**config.mk**
```make
export PLATFORM = sky130hd
export DESIGN_NAME = ltf_frame_gate
export DESIGN_NICKNAME = d
export VERILOG_FILES = /design/src/rtl/ltf_frame_gate.sv
export SDC_FILE = /design/constraint.sdc
export NUM_CORES = 1
export LEC_CHECK = 0
export ABC_AREA = 1
export CAP_MARGIN = 20
export CORE_MARGIN = 2
export CORE_UTILIZATION = 43
export CTS_CLUSTER_DIAMETER = 120
export DETAILED_ROUTE_END_ITERATION = 8
export DONT_BUFFER_PORTS = 1
export PLACE_DENSITY = 0.56
export SLEW_MARGIN = 20
export SYNTH_ARGS = -nofsm -noshare
export SYNTH_HDL_FRONTEND = slang
export SYNTH_SLANG_ARGS = --single-unit
```
**constraint.sdc**
```tcl
create_clock -name clk -period 5.35 [get_ports clk]
set_clock_uncertainty 0.15 [all_clocks]
set_input_delay 0 -clock clk [delete_from_list [all_inputs] [get_ports clk]]
set_output_delay 0 -clock clk [all_outputs]
set_load 0.05 [all_outputs]
```
**src/rtl/ltf_frame_gate.sv**
```systemverilog
`default_nettype none
// ============================================================================
// Module   : ltf_frame_gate
// Function : Aligns to a programmable offset after each LTF peak, then forwards
//            one framed AXIS burst with tsof/tlast, followed by a holdoff.
// Revision : 1.0 - initial release
// ============================================================================
module ltf_frame_gate #(
  parameter int DATA_WIDTH = 16,
  parameter int NRX_WIDTH  = 16,
  parameter int PMAG_WIDTH = 26,
  parameter int CNT_WIDTH  = 16
) (
  input  logic                    clk,
  input  logic                    reset,
  input  logic                    clear,
  input  logic [2*DATA_WIDTH-1:0] in_tdata,
  input  logic                    in_tvalid,
  output logic                    in_tready,
  input  logic                    peak_stb,
  input  logic [NRX_WIDTH-1:0]    nrx_after_peak,
  input  logic [PMAG_WIDTH-1:0]   pow,
  input  logic [CNT_WIDTH-1:0]    align_offset,
  input  logic [CNT_WIDTH-1:0]    frame_len,
  input  logic [CNT_WIDTH-1:0]    holdoff,
  output logic [2*DATA_WIDTH-1:0] out_tdata,
  output logic                    out_tvalid,
  input  logic                    out_tready,
  output logic                    out_tlast,
  output logic                    out_tsof,
  output logic [PMAG_WIDTH-1:0]   frame_pow,
  output logic [CNT_WIDTH-1:0]    frame_idx,
  output logic [CNT_WIDTH-1:0]    missed_peaks,
  output logic                    busy
);

  typedef enum logic [1:0] {
    S_IDLE    = 2'd0,
    S_ALIGN   = 2'd1,
    S_CAPTURE = 2'd2,
    S_HOLDOFF = 2'd3
  } state_t;

  localparam logic [CNT_WIDTH-1:0] c_cnt_one = {{(CNT_WIDTH-1){1'b0}}, 1'b1};

  state_t                  r_state, w_state_next;
  logic [CNT_WIDTH-1:0]    r_skip, r_len, r_hold;
  logic                    r_first;
  logic [2*DATA_WIDTH-1:0] r_out_tdata;
  logic                    r_out_tvalid, r_out_tlast, r_out_tsof;
  logic [PMAG_WIDTH-1:0]   r_frame_pow;
  logic [CNT_WIDTH-1:0]    r_frame_idx, r_missed;

  logic                    w_rst, w_in_ready, w_in_beat, w_cap_beat, w_out_xfer, w_accept;
  logic [CNT_WIDTH-1:0]    w_nrx_cnt, w_skip_init, w_len_init;
  logic [CNT_WIDTH:0]      w_diff;

  generate
    if (NRX_WIDTH >= CNT_WIDTH) begin : g_nrx_trunc
      assign w_nrx_cnt = nrx_after_peak[CNT_WIDTH-1:0];
    end else begin : g_nrx_zext
      assign w_nrx_cnt = {{(CNT_WIDTH-NRX_WIDTH){1'b0}}, nrx_after_peak};
    end
  endgenerate

  assign w_rst       = reset | clear;
  // A negative difference means the peak is already behind us: capture at once.
  assign w_diff      = {1'b0, align_offset} - {1'b0, w_nrx_cnt};
  assign w_skip_init = w_diff[CNT_WIDTH] ? '0 : w_diff[CNT_WIDTH-1:0];
  assign w_len_init  = (frame_len == '0) ? c_cnt_one : frame_len;

  assign w_in_ready  = (r_state == S_CAPTURE) ? (~r_out_tvalid | out_tready) : 1'b1;
  assign w_in_beat   = in_tvalid & w_in_ready;
  assign w_cap_beat  = (r_state == S_CAPTURE) & w_in_beat;
  assign w_out_xfer  = r_out_tvalid & out_tready;
  assign w_accept    = (r_state == S_IDLE) & peak_stb;

  always_ff @(posedge clk) begin
    if (w_rst) r_state <= S_IDLE;
    else       r_state <= w_state_next;
  end

  always_comb begin
    w_state_next = r_state;
    case (r_state)
      S_IDLE:    if (peak_stb) w_state_next = (w_skip_init != '0) ? S_ALIGN : S_CAPTURE;
      S_ALIGN:   if (w_in_beat && r_skip == c_cnt_one) w_state_next = S_CAPTURE;
      S_CAPTURE: if (w_in_beat && r_len == c_cnt_one) w_state_next = S_HOLDOFF;
      S_HOLDOFF: begin
        if (r_hold == '0)                             w_state_next = S_IDLE;
        else if (w_in_beat && r_hold == c_cnt_one)    w_state_next = S_IDLE;
      end
      default:   w_state_next = S_IDLE;
    endcase
  end

  always_ff @(posedge clk) begin
    if (w_rst) begin
      r_skip  <= '0;
      r_len   <= '0;
      r_hold  <= '0;
      r_first <= 1'b0;
    end else begin
      if (w_accept) begin
        r_skip  <= w_skip_init;
        r_len   <= w_len_init;
        r_hold  <= holdoff;
        r_first <= 1'b1;
      end
      if (r_state == S_ALIGN && w_in_beat) r_skip <= r_skip - c_cnt_one;
      if (w_cap_beat) begin
        r_len   <= r_len - c_cnt_one;
        r_first <= 1'b0;
      end
      if (r_state == S_HOLDOFF && w_in_beat && r_hold != '0) r_hold <= r_hold - c_cnt_one;
    end
  end

  // Output register drains on its own, so HOLDOFF may start with a beat pending.
  always_ff @(posedge clk) begin
    if (w_rst) begin
      r_out_tdata  <= '0;
      r_out_tvalid <= 1'b0;
      r_out_tlast  <= 1'b0;
      r_out_tsof   <= 1'b0;
    end else if (w_cap_beat) begin
      r_out_tdata  <= in_tdata;
      r_out_tvalid <= 1'b1;
      r_out_tsof   <= r_first;
      r_out_tlast  <= (r_len == c_cnt_one);
    end else if (w_out_xfer) begin
      r_out_tvalid <= 1'b0;
      r_out_tlast  <= 1'b0;
      r_out_tsof   <= 1'b0;
    end
  end

  always_ff @(posedge clk) begin
    if (w_rst) begin
      r_frame_pow <= '0;
      r_frame_idx <= '0;
      r_missed    <= '0;
    end else begin
      if (w_accept) begin
        r_frame_pow <= pow;
        r_frame_idx <= r_frame_idx + c_cnt_one;
      end
      if (peak_stb && r_state != S_IDLE && r_missed != '1) r_missed <= r_missed + c_cnt_one;
    end
  end

  assign in_tready    = w_in_ready;
  assign out_tdata    = r_out_tdata;
  assign out_tvalid   = r_out_tvalid;
  assign out_tlast    = r_out_tlast;
  assign out_tsof     = r_out_tsof;
  assign frame_pow    = r_frame_pow;
  assign frame_idx    = r_frame_idx;
  assign missed_peaks = r_missed;
  assign busy         = (r_state != S_IDLE);

endmodule
`default_nettype wire

```
==> metrics.yaml <==
finish:
  final_nets: 1482
  final_area_mm2: 0.0101
  area_growth_pct: 23.4
  drive_gt1_frac: 0.0681
  diodes: 0
  fin_util: 0.539
power_and_ir_drop:
  p_leak_nw: 4.27
  ir_worst_vdd_mv: 0.190
  cellPowerDensity_mw_per_mm2: 295
setup_path:
  cp_top_family: "buffers and inverters"
  cp.required_ns: 5.51
  cp_slowest_cell: "dfxtp_1"
  cp-end-kind: "register"
  start_kind: "register"
  crit_type: "reg -> reg"
  crit_chain: "nand2_1 > inv_1 > nand2_1 > nand2_1 > inv_2 > nand2_2 > buf_4 > inv_2 > a22oi_1 > nand2_1 > nand2_1 > dlygate4sd3_1 > inv_1"
  worstPathMaxFanout: 45
  path_buf_inv: 6
  crit_path_max_incr_delay_ns: 0.69
  arrival_ns: 3.96
  cp_common_cell: "nand2_1"
place:
  placed_cell_area_mm2: 0.00827
  place.gp.congestion: 0.818
  post-dp-hpwl_um: 14900
  port_buffers: 0
global_routing:
  grt_overflow: 0
  grt_max_degree: 79
  track_usage: 0.213
  grt_pass1_vias: 7294
  grt_pass1_wl_um: 35100
  antenna_found_initial: 0
floorplan:
  std_cell_rows: 50
  die_x_um: 142
  initial_core_util: 0.437
  die_y_um: 142
  pin_count: 223
  die_area_mm2: 0.0201
  core_mm2: 0.0186
yosys:
  synthArstFlopShare: 0
  ys_ff_latch: 144
  synth-simple-area-share: 0.325
  synth_nets: 1384
  synth_flop_cell: "dfxtp_1"
  synth_compound_area_frac: 0.149
  avgSynthCellArea_um2: 6.65
  syn_inst: 1225
  ys_seq_area_frac: 0.354
  ys_types: 51
  synthAdderAreaFrac: 0.0485
  synthXorXnorAreaFrac: 0.0226
  synth-edff-count: 0
  yosysWarnings: 0
  synth_top_family_by_area: "simple AND/OR/NAND/NOR gates"
  synth_mux_area_frac: 0
  synthesis.area_mm2: 0.00815
drt:
  ant_nets: 0
  viasPerCell: 5.06
  dr_total_vias: 7940
  routedWlPerCell_um: 14.0
  drt_first_pass_iters: 6
  first_iter_violations: 428
  drc: 0
  totalWireLength_um: 22000
clocking:
  cts_setup_buffers: 0
  cts_hold_buffers: 117
  clock_latency_ns: 0.42
  cts_resized: 0
  h-tree-depth: 4
  cts_tree: "done"
  clk_path_buf_depth: 2
  cts.sinks: 144
  cts-root-buf: "clkbuf_16"
  clk_pin_slew_ns: 0.06
  numCtsBuffers: 17
sta:
  hold_violations: 0
  drv_slew: 0
  slew_headroom: 0.408
  grt_setup_unrepaired: "false"
  worst-slew-pin-transition_ns: 0.889
  finalCritPeriodShare: 0.710
  tns_ns: 0
  fmax_mhz: 263
  setup_viol: 0
  fin_crit_ns: 3.80
run:
  cap_violations: 0
worst_hold_path:
  hp-class: "in -> reg"
status:
  status: "completed"
## metrics by stage
stage | hold WS [ns] | instances | worst slack [ns] | power [mW]
2_1_floorplan | -0.00623 | 1225 | 3.02 | 1.59
3_3_place_gp | -0.00217 | 1421 | 1.96 | 1.68
3_5_place_dp | 0.00140 | 1421 | 1.93 | 1.68
4_1_cts | 0.00438 | 1570 | 1.55 | 3.00
5_1_grt | 0.0406 | 1570 | 1.25 | 3.14
6_report | 0.0136 | 1570 | 1.55 | 2.97
## path summary, 6_finish.rpt
check	slack, ns	depth (start not counted)	end	start
setup / recovery	1.55	13	r_len[9]	out_tvalid
hold / removal	0.01	5	r_skip[14]	align_offset[14]
setup reg to reg	1.55	13	r_len[9]	out_tvalid
hold reg to reg	0.32	2	r_len[13]	r_len[13]
## cell families after synthesis
family / count (synthesis)
adder cells (fa/ha/maj): 31
flip-flops: 144
AO/OA/AOI/OAI: 215
buffers and inverters: 206
AND/OR/NAND/NOR: 608
XOR/XNOR: 21
## worst min-delay path: stages
cell and delay, ns:
ha_1 0.18, nand2_1 0.08, nand3_2 0.07, nor2_1 0.04, o21a_1 0.16
## report_power, final
part           internal [mW]  switching [mW]
logic                  0.208           0.340
registers               1.11          0.0817
clock network          0.712           0.520
total                   2.03           0.941
## area by class of cell
cell class | count | area [µm²]
Multi-Input combinational cell | 875 | 4450
Fill cell | 1817 | 8590
Sequential cell | 144 | 2880
Inverter | 165 | 622
Clock buffer | 17 | 425
Timing Repair Buffer | 120 | 1190
Clock inverter | 15 | 191
Tap cell | 234 | 293
## flip-flops by register name, summed over array words and instances (netlist names)
register	flops
frame_idx	16
frame_pow	26
missed_peaks	16
out_tdata	32
out_tlast	1
out_tsof	1
out_tvalid	1
r_first	1
r_hold	16
r_len	16
r_skip	16
r_state	2
## layout by cell type (no fill, tap or decap), types with 3 or more instances in the layout
| master | synthesis | layout |
|---|---|---|
| a21oi_2 | 4 | 4 |
| nand3_2 | 4 | 4 |
| nor2_2 | 10 | 10 |
| dlygate4sd3_1 | 0 | 117 |
| xor2_1 | 16 | 16 |
| nor3_1 | 23 | 23 |
| a21oi_1 | 93 | 93 |
| a211oi_1 | 5 | 5 |
| dfxtp_1 | 144 | 144 |
| nand4_1 | 19 | 19 |
| inv_6 | 0 | 5 |
| clkbuf_16 | 0 | 17 |
| o311ai_0 | 3 | 3 |
| inv_1 | 159 | 159 |
| nor2_1 | 147 | 146 |
| buf_4 | 4 | 3 |
| o31ai_1 | 4 | 4 |
| or2_2 | 7 | 7 |
| nor4_1 | 7 | 7 |
| o211ai_1 | 9 | 9 |
| o21ai_0 | 70 | 70 |
| nand2_2 | 10 | 10 |
| ha_1 | 30 | 30 |
| nand3_1 | 51 | 51 |
| a22oi_1 | 4 | 4 |
| inv_2 | 4 | 5 |
| nor2_4 | 4 | 5 |
| xnor2_1 | 5 | 5 |
| inv_8 | 0 | 3 |
| nor3_2 | 3 | 3 |
| nand2_1 | 310 | 310 |
| a31oi_1 | 14 | 14 |
## cell usage after synthesis (5+ instances only)
library cell,instances,area (µm²)
nor4_1,7,43.8
o211ai_1,9,67.6
nor2_2,10,62.6
nand2_1,310,1160
o21ai_0,70,350
ha_1,30,375
nand2_2,10,62.6
nor2_1,147,552
nand3_1,51,255
clkbuf_1,25,93.8
nand4_1,19,119
buf_2,8,40.0
xor2_1,16,140
xnor2_1,5,43.8
a211oi_1,5,37.5
nor3_1,23,115
dfxtp_1,144,2880
a21oi_1,93,465
inv_1,159,597
a31oi_1,14,87.6
or2_2,7,43.8
## routing by layer
metal  vias up  share of wire  global-route usage
li1       4139              -                   -
met1      3561           0.45               0.267
met2       217           0.48               0.365
met3        23          0.061              0.0523
met4         0          0.011              0.0600
met5         -              0                   0
Power figures use the tool's default switching activity.
